$ cat src/rtl/batalha_naval_pkg.sv
// rtl/batalha_naval_pkg.sv - shared types, constants and ship-vector packing for Batalha Naval
package batalha_naval_pkg;

    localparam int COORD_W       = 4;
    localparam int CELL_W        = 8;
    localparam int CELL_BASE     = 3;
    localparam int GRID_SIZE_DEF = 10;
    localparam int MAX_SHIP_LEN  = 7;

    localparam int N_BOTOES    = 6;
    localparam int BTN_LEFT    = 0;
    localparam int BTN_RIGHT   = 1;
    localparam int BTN_UP      = 2;
    localparam int BTN_DOWN    = 3;
    localparam int BTN_ROTATE  = 4;
    localparam int BTN_CONFIRM = 5;

    typedef enum logic [1:0] {
        S_EDIT   = 2'd0,
        S_COMMIT = 2'd1,
        S_LOCKED = 2'd2
    } estado_t;

    typedef struct packed {
        logic [COORD_W-1:0] y;
        logic [COORD_W-1:0] x;
    } coord_t;

    // Cell k sits at anchor + k along the orientation axis; unused cells stay zero.
    function automatic logic [63:0] pack_posicoes(
        input coord_t anchor,
        input logic   orientacao,
        input int     len
    );
        logic [63:0]        v;
        logic [COORD_W-1:0] cx;
        logic [COORD_W-1:0] cy;
        v = '0;
        for (int k = 0; k < MAX_SHIP_LEN; k++) begin
            if (k < len) begin
                cx = anchor.x + (orientacao ? COORD_W'(0) : COORD_W'(k));
                cy = anchor.y + (orientacao ? COORD_W'(k) : COORD_W'(0));
                v[CELL_BASE + CELL_W*k +: CELL_W] = {cy, cx};
            end
        end
        return v;
    endfunction

endpackage

$ cat src/rtl/debounce_botao.sv
// rtl/debounce_botao.sv - button synchronizer, debouncer and rising-edge pulse
module debounce_botao #(
    parameter int DEBOUNCE_CYCLES = 500000
) (
    input  logic clk,
    input  logic reset_n,
    input  logic botao,
    output logic pulso
);

    localparam int               CNT_W   = (DEBOUNCE_CYCLES > 1) ? $clog2(DEBOUNCE_CYCLES) : 1;
    localparam logic [CNT_W-1:0] CNT_MAX = CNT_W'(DEBOUNCE_CYCLES - 1);

    logic             sync_a;
    logic             sync_b;
    logic             nivel;
    logic             nivel_d;
    logic [CNT_W-1:0] cnt;

    // The counter only runs while the synchronized input disagrees with the accepted level.
    always_ff @(posedge clk or negedge reset_n) begin
        if (!reset_n) begin
            sync_a  <= 1'b0;
            sync_b  <= 1'b0;
            nivel   <= 1'b0;
            nivel_d <= 1'b0;
            cnt     <= '0;
        end else begin
            sync_a  <= botao;
            sync_b  <= sync_a;
            nivel_d <= nivel;
            if (sync_b == nivel) begin
                cnt <= '0;
            end else if (cnt == CNT_MAX) begin
                cnt   <= '0;
                nivel <= sync_b;
            end else begin
                cnt <= cnt + CNT_W'(1);
            end
        end
    end

    assign pulso = nivel & ~nivel_d;

endmodule

$ cat src/rtl/embarcacao_posicionamento_ctrl.sv
// rtl/embarcacao_posicionamento_ctrl.sv - interactive ship placement with commit handshake
module embarcacao_posicionamento_ctrl
    import batalha_naval_pkg::*;
#(
    parameter int SHIP_LEN        = 3,
    parameter int GRID_SIZE       = GRID_SIZE_DEF,
    parameter int INIT_X          = 5,
    parameter int INIT_Y          = 5,
    parameter int DEBOUNCE_CYCLES = 500000
) (
    input  logic        clk,
    input  logic        reset_n,
    input  logic        leftArrow,
    input  logic        rightArrow,
    input  logic        upArrow,
    input  logic        downArrow,
    input  logic        rotate,
    input  logic        confirm,
    input  logic        novo_posicionamento,
    input  logic        commit_ready,
    output logic [63:0] posicoesEmbarcacao,
    output logic        orientacao,
    output logic        commit_valid,
    output logic        editando
);

    localparam int EXT_W = COORD_W + 1;
    typedef logic [EXT_W-1:0] ext_t;

    localparam ext_t        GRID_EXT  = ext_t'(GRID_SIZE);
    localparam ext_t        LEN_M1    = ext_t'(SHIP_LEN - 1);
    localparam coord_t      INIT_POS  = '{y: COORD_W'(INIT_Y), x: COORD_W'(INIT_X)};
    localparam logic [63:0] POS_RESET = pack_posicoes(INIT_POS, 1'b0, SHIP_LEN);

    logic [N_BOTOES-1:0] botoes;
    logic [N_BOTOES-1:0] pulsos;
    logic [4:0]          movimentos;

    estado_t state;
    estado_t state_n;
    coord_t  anchor;
    coord_t  anchor_n;
    logic    orient_n;

    ext_t cand_x;
    ext_t cand_y;
    ext_t tip_x;
    ext_t tip_y;
    logic cand_o;
    logic cabe;

    assign botoes = {confirm, rotate, downArrow, upArrow, rightArrow, leftArrow};

    for (genvar i = 0; i < N_BOTOES; i++) begin : g_deb
        debounce_botao #(
            .DEBOUNCE_CYCLES(DEBOUNCE_CYCLES)
        ) u_deb (
            .clk    (clk),
            .reset_n(reset_n),
            .botao  (botoes[i]),
            .pulso  (pulsos[i])
        );
    end

    assign movimentos = pulsos[BTN_ROTATE:BTN_LEFT];

    // Candidate placement in 5 bits: 0-1 becomes 31, which the bound check rejects.
    always_comb begin
        cand_x = {1'b0, anchor.x};
        cand_y = {1'b0, anchor.y};
        cand_o = orientacao;
        if (pulsos[BTN_LEFT])   cand_x = cand_x - ext_t'(1);
        if (pulsos[BTN_RIGHT])  cand_x = cand_x + ext_t'(1);
        if (pulsos[BTN_UP])     cand_y = cand_y + ext_t'(1);
        if (pulsos[BTN_DOWN])   cand_y = cand_y - ext_t'(1);
        if (pulsos[BTN_ROTATE]) cand_o = ~cand_o;
        tip_x = cand_x + (cand_o ? ext_t'(0) : LEN_M1);
        tip_y = cand_y + (cand_o ? LEN_M1 : ext_t'(0));
        cabe  = (cand_x < GRID_EXT) && (cand_y < GRID_EXT) &&
                (tip_x < GRID_EXT) && (tip_y < GRID_EXT);
    end

    always_comb begin
        state_n  = state;
        anchor_n = anchor;
        orient_n = orientacao;
        case (state)
            S_EDIT: begin
                if (pulsos[BTN_CONFIRM]) begin
                    state_n = S_COMMIT;
                end else if ($onehot(movimentos) && cabe) begin
                    anchor_n.x = cand_x[COORD_W-1:0];
                    anchor_n.y = cand_y[COORD_W-1:0];
                    orient_n   = cand_o;
                end
            end
            S_COMMIT: begin
                if (commit_ready) state_n = S_LOCKED;
            end
            S_LOCKED: begin
                if (novo_posicionamento) begin
                    state_n  = S_EDIT;
                    anchor_n = INIT_POS;
                    orient_n = 1'b0;
                end
            end
            default: state_n = S_EDIT;
        endcase
    end

    always_ff @(posedge clk or negedge reset_n) begin
        if (!reset_n) begin
            state              <= S_EDIT;
            anchor             <= INIT_POS;
            orientacao         <= 1'b0;
            posicoesEmbarcacao <= POS_RESET;
        end else begin
            state              <= state_n;
            anchor             <= anchor_n;
            orientacao         <= orient_n;
            posicoesEmbarcacao <= pack_posicoes(anchor_n, orient_n, SHIP_LEN);
        end
    end

    assign commit_valid = (state == S_COMMIT);
    assign editando     = (state == S_EDIT);

endmodule

$ cat config.mk
export PLATFORM = sky130hd
export DESIGN_NAME = embarcacao_posicionamento_ctrl
export DESIGN_NICKNAME = d
export VERILOG_FILES = /design/src/rtl/batalha_naval_pkg.sv /design/src/rtl/debounce_botao.sv /design/src/rtl/embarcacao_posicionamento_ctrl.sv
export SDC_FILE = /design/constraint.sdc
export NUM_CORES = 1
export LEC_CHECK = 0
export ABC_AREA = 1
export CORE_UTILIZATION = 55
export CTS_CLUSTER_SIZE = 30
export DETAILED_ROUTE_END_ITERATION = 12
export DONT_BUFFER_PORTS = 1
export GPL_ROUTABILITY_DRIVEN = 0
export PLACE_DENSITY = 0.7
export SLEW_MARGIN = 25
export SYNTH_ARGS = -nofsm -noshare
export SYNTH_HDL_FRONTEND = slang
export SYNTH_SLANG_ARGS = --single-unit
$ cat constraint.sdc
create_clock -name clk -period 4.48 [get_ports clk]
set_input_delay 1.344 -clock clk [delete_from_list [all_inputs] [get_ports clk]]
set_output_delay 1.344 -clock clk [all_outputs]
set_load 0.005 [all_outputs]
==> results of run 1 <==
==> final timing paths <==
check	startpoint	depth (start not counted)	end	slack, ps
setup / recovery	anchor[0]	19	posicoesEmbarcacao[17]	320
max in group asynchronous	reset_n	0	anchor[6]	3510
min in group asynchronous	reset_n	0	g_deb[0].u_deb.cnt[11]	620
setup reg to reg	anchor[0]	19	posicoesEmbarcacao[17]	320
hold reg to reg	g_deb[2].u_deb.sync_a	0	g_deb[2].u_deb.sync_b	350
hold / removal	g_deb[2].u_deb.sync_a	0	g_deb[2].u_deb.sync_b	350
==> metal layers <==
layer  track usage  part of all wire  routed length (microns)  vias up
li1              -                 -                        -     3270
met1         0.291              0.49                     7690     3002
met2         0.334              0.45                     7140      100
met3        0.0693             0.054                      848       13
met4        0.0581            0.0088                      139        0
met5             0                 0                        0        -
==> cell usage in the layout (no fill, tap or decap), types with 19 or more instances in the layout <==
| master | instances |
|---|---|
| xor2_1 | 21 |
| nand3_1 | 42 |
| nand2_2 | 19 |
| nor2_1 | 122 |
| inv_1 | 150 |
| dfrtp_1 | 152 |
| conb_1 | 40 |
| ha_1 | 23 |
| nor4_1 | 19 |
| o21ai_0 | 19 |
| nand4_1 | 36 |
| nor3_1 | 40 |
| a21oi_1 | 47 |
| nand2_1 | 143 |
==> cells by family (layout without fill, tap and decap cells) <==
| family | after synthesis | after routing |
|---|---|---|
| DFF | 163 | 163 |
| adders and majority gates | 25 | 25 |
| xor gates and xnor gates | 29 | 29 |
| other | 1 | 40 |
| muxes | 6 | 6 |
| and+or+nand+nor | 484 | 484 |
| AOI/OAI and AO/OA | 101 | 101 |
| buffers and inverters | 207 | 194 |
==> worst max-delay path, stage by stage, from the launching register on <==
cell and delay (ps):
dfstp_2 590, inv_1 120, ha_1 320, o21ai_2 210, ha_1 250, or2_1 220, o21ai_1 90, inv_1 90
ha_1 200, ha_1 260, or2_2 300, nand3_2 120, nand3_2 150, o21ai_0 200, nand3_1 110, o21ai_2 120
inv_2 80, ha_1 240, ha_1 220, xor2_2 170
==> stage by stage <==
stage | instances | area, sq um
5_1_grt | 1253 | 9430
4_1_cts | 1253 | 9430
3_3_place_gp | 1221 | 8800
2_1_floorplan | 1055 | 8870
6_report | 1253 | 9430
3_5_place_dp | 1221 | 8800
==> where the power goes <==
part | total (W) | switching, W | internal, W | leakage, nW
Combinational | 0.000280 | 0.000183 | 0.0000972 | 1.78
Sequential | 0.00164 | 0.0000714 | 0.00156 | 2.18
Clock | 0.00153 | 0.000576 | 0.000952 | 0.298
Total | 0.00344 | 0.000830 | 0.00261 | 4.26
==> area by class of cell <==
cell class	instances	share of cell area
Clock inverter	11	0.0186
Multi-Input combinational cell	685	0.406
Tap cell	211	0.0280
Timing Repair Buffer	2	0.00159
Sequential cell	163	0.434
Inverter	160	0.0640
Clock buffer	21	0.0478
==> sequential cells by signal (all words and copies together) (netlist names) <==
register,flops
anchor,6
g_deb.u_deb.sync_a,6
g_deb.u_deb.sync_b,6
g_deb.u_deb.cnt,114
g_deb.u_deb.nivel_d,6
state,2
orientacao,1
posicoesEmbarcacao,16
g_deb.u_deb.nivel,6
==> impl_metrics.yaml, run 1 <==
synth:
  synth_edf_count: 0
  async_reset_ff_frac: 1.00
  synth_ff_type: "dfrtp_1"
  syn_area_per_cell_sq_um: 8.59
  yosysMostFrequentCell: "dfrtp_1"
  synthTopCellsByCount: "dfrtp_1, inv_1, nand2_1, nor2_1, a21oi_1"
  synth_top_family_by_area: "simple AND/OR/NAND/NOR gates"
  synth_top_cell_area_share: 0.436
  synthAdderAreaFrac: 0.0376
  yosysTopAreaCell: "dfrtp_1"
  syn_area_sq_um: 8730
  ys_seq_area_frac: 0.469
  synthSimpleGateAreaFrac: 0.278
  ys_types: 52
  synth-seq-cells: 163
  synth_area_leaders: "dfrtp_1, inv_1, nand2_1"
  synth.area.mux_share: 0.00774
  netlist_instances: 1016
  synthXorXnorAreaFrac: 0.0300
  synth-compound-area-share: 0.0681
  ys_warn_count: 0
detailed_routing:
  drc_errors: 0
  finalWirelength_mm: 15.8
  drt-wirelength-per-cell_microns: 12.6
  first_pass_iters: 5
  vias_per_cell: 5.10
  drt-initial-drc-count: 356
  num_vias: 6385
  antenna_left: 0
sta:
  max_slew_margin: 0.477
  worst_slack_ps: 324
  holdWs_ps: 355
  skew_ps: 12.0
  min_period_over_period: 0.928
  max_freq_ghz: 0.241
  rsz0062_at_grt: "false"
  tns_ps: 0
  slew_violations: 0
  setup_violations: 0
  hold_viol_final: 0
  finalCriticalPeriod_ps: 4160
  worstMarginPinSlew_ps: 779
global_routing:
  track_usage: 0.215
  grt_pass1_vias: 6117
  grt_overflow: 0
  grt_max_degree: 164
  grt_pass1_wl_mm: 28.1
  antenna_found_initial: 0
setup_path:
  critical_path_class: "reg -> reg"
  cp.required_ps: 4830
  arrival_ps: 4510
  critical_path.max_fanout: 5
  start_kind: "flop"
  cp-end-kind: "flop"
layout:
  drive_gt1_frac: 0.113
  fin_nets: 1064
  regArea_sq_um: 4090
  fill_cells: 1345
  multi_input_area_sq_um: 3830
  area_growth_pct: 8.03
  fin_util: 0.613
  diodes: 0
floorplan:
  core_sq_um: 15400
  die_h_microns: 128
  fp.dieW_microns: 128
  die_area_sq_um: 16400
  start_util: 0.568
  row_count: 45
  io_pins: 77
status:
  status: "finished, final reports clean"
clock_network:
  cts_root_buf: "clkbuf_16"
  clkTransAtPathRegs_ps: 70
  cts_buffer_depth: 2
  post_cts_resized: 0
  htreeDepth: 4
  holdBufCountCts: 0
  tritoncts: "yes"
  cts_setup_buffers: 0
  numCtsBuffers: 17
  clkSinkCount: 163
  clk_latency_ps: 430
job:
  max-cap-violations: 0
placed_design:
  place_ws_ps: 360
  dpl.hpwl_mm: 11.4
  portBuffers: 0
power_and_ir_drop:
  p_leak_nw: 4.26
  power_density_nw_per_um2: 365
  peakVddDrop_uv: 304
  p_total_w: 0.00344
worst_hold_path:
  min_path_type: "reg -> reg"
No activity file was read; power rests on OpenSTA's default activity.
==> run 2: changes to the inputs <==
--- a/config.mk
+++ b/config.mk
@@ -6,6 +6,7 @@
 export NUM_CORES = 1
 export LEC_CHECK = 0
 export ABC_AREA = 1
+export CORE_MARGIN = 2
 export CORE_UTILIZATION = 55
 export CTS_CLUSTER_SIZE = 30
 export DETAILED_ROUTE_END_ITERATION = 12
==> run 2 against run 1 <==
Global-route usage is 1.6 points lower; die area is 3.2% higher; clock skew shrank 3.8 ps; non-clock buffer count stayed put; sequential share of layout area rose by 0.42 points; largest cell class unchanged; combinational power is essentially flat; sequential cell count did not move.
==> impl_metrics.yaml, run 2 (same netlist as run 1, synthesis figures left out) <==
detailed_routing:
  first_pass_iters: 5
  drt-wirelength-per-cell_microns: 12.4
  num_vias: 6416
  drc_errors: 0
  antenna_left: 0
  drt-initial-drc-count: 371
  finalWirelength_mm: 15.5
  vias_per_cell: 5.11
worst_hold_path:
  min_from: "g_deb[5].u_deb.sync_a"
  hold_end: "g_deb[5].u_deb.sync_b"
  min_path_type: "reg -> reg"
  whs_path_depth: 0
setup_path:
  critPathMostFrequentCell: "ha_1"
  cp-end-kind: "flop"
  critical_path_class: "reg -> reg"
  slowest_delay_ps: 600
  start_kind: "flop"
  cp_slowest_cell: "dfstp_2"
  r2r_cells: 19
  r2r-end: "posicoesEmbarcacao[17]"
  r2r_slack_ps: 400
  path_buf_inv: 3
  critical_path.top_delay_family: "adder cells"
  cp_cell_sequence: "inv_1 > ha_1 > o21ai_2 > ha_1 > or2_1 > o21ai_1 > inv_1 > ha_1 > ha_1 > or2_2 > nand3_2 > nand3_2 > o21ai_0 > nand3_1 > o21ai_2 > inv_2 > ha_1 > ha_1 > xor2_2"
  cp.required_ps: 4830
  reg2reg_from: "anchor[0]"
  arrival_ps: 4440
  critical_path.max_fanout: 5
layout:
  final_common_cell: "dfrtp_1"
  fill_cells: 1421
  multi_input_area_sq_um: 3830
  regMostFlops: "g_deb.u_deb.cnt"
  final_cell_mix: "dfrtp_1, inv_1, nand2_1"
  drive_gt1_frac: 0.113
  fin_nets: 1064
  reg.largest.list: "g_deb.u_deb.cnt: 114 flops, posicoesEmbarcacao: 16 flops"
  diodes: 0
  area_growth_pct: 7.00
  largest_register_ffs: 114
  regArea_sq_um: 4090
global_routing:
  grt_overflow: 0
  grt_max_degree: 164
  grt_use_met1: 0.268
  busiest_layer: "met2"
  track_usage: 0.200
  antenna_found_initial: 0
  grt_util_met3: 0.0611
  use_met2: 0.317
  grt_pass1_wl_mm: 27.0
  grt_pass1_vias: 5976
placed_design:
  dpl.hpwl_mm: 11.4
  place_ws_ps: 394
  portBuffers: 0
sta:
  worst_slack_ps: 398
  worstMarginPinSlew_ps: 787
  min_period_over_period: 0.911
  max_slew_margin: 0.472
  slew_violations: 0
  finalCriticalPeriod_ps: 4080
  tns_ps: 0
  hold_viol_final: 0
  max_freq_ghz: 0.245
  skew_ps: 8.11
  setup_violations: 0
  rsz0062_at_grt: "false"
clock_network:
  htreeDepth: 4
  tritoncts: "yes"
  clkTransAtPathRegs_ps: 60
  clkSinkCount: 163
  cts_root_buf: "clkbuf_16"
  post_cts_resized: 0
  cts_buffer_depth: 2
  numCtsBuffers: 17
  cts_setup_buffers: 0
  holdBufCountCts: 0
  clk_latency_ps: 420
floorplan:
  die_area_sq_um: 16900
  core_sq_um: 15700
  fp.dieW_microns: 130
  io_pins: 77
  die_h_microns: 130
  start_util: 0.555
  row_count: 46
status:
  status: "finished, final reports clean"
power_and_ir_drop:
  power_density_nw_per_um2: 343
  peakVddDrop_uv: 295
  p_leak_nw: 4.22
job:
  max-cap-violations: 0
## run 2: metal layers
metal,up-vias,part of all wire
met5,-,0
met4,0,0.0098
li1,3276,-
met3,13,0.050
met2,111,0.46
met1,3016,0.48
## run 2: power by group
part / leakage [nW] / internal (W) / total (W) / switching, W
combinational: 1.78 / 0.0000973 / 0.000278 / 0.000181
clock: 0.254 / 0.000744 / 0.00129 / 0.000547
sequential: 2.18 / 0.00156 / 0.00164 / 0.0000714
## run 2: worst register-to-register path: stages (launching register included)
cell and delay [ps]:
dfstp_2 600, inv_1 120, ha_1 320, o21ai_2 210, ha_1 250, or2_1 220, o21ai_1 100, inv_1 90
ha_1 200, ha_1 260, or2_2 300, nand3_2 120, nand3_2 120, o21ai_0 160, nand3_1 100, o21ai_2 120
inv_2 90, ha_1 250, ha_1 220, xor2_2 170
## run 2: metrics by stage
stage / utilization / cells / power [W] / hold slack, ps / cell area (sq um)
after floorplan: - / 1055 / 0.00189 / 331 / 8870
after global placement: 0.561 / 1226 / 0.00194 / 333 / 8810
after detailed placement: 0.561 / 1226 / 0.00194 / 335 / 8810
after CTS: 0.594 / 1256 / 0.00324 / 351 / 9340
after global routing: 0.594 / 1256 / 0.00337 / 362 / 9340
final: 0.594 / 1256 / 0.00321 / 351 / 9340
## run 2: area by class of cell
class / instances / area share
inverters: 160 / 0.0646
clock buffers: 22 / 0.0508
flip-flops and latches: 163 / 0.438
well taps: 216 / 0.0289
repair buffers: 2 / 0.00161
clock inverters: 8 / 0.00590
multi-input cells: 685 / 0.410
## run 2: worst max path at each step
stage,startpoint,endpoint,slack [ps],depth (start not counted)
floorplan,anchor[0],posicoesEmbarcacao[17],580,20
global placement,anchor[0],posicoesEmbarcacao[17],460,19
detailed placement,anchor[0],posicoesEmbarcacao[17],390,19
CTS,anchor[0],posicoesEmbarcacao[17],390,19
global route,anchor[0],posicoesEmbarcacao[17],90,19
finish,anchor[0],posicoesEmbarcacao[17],400,19
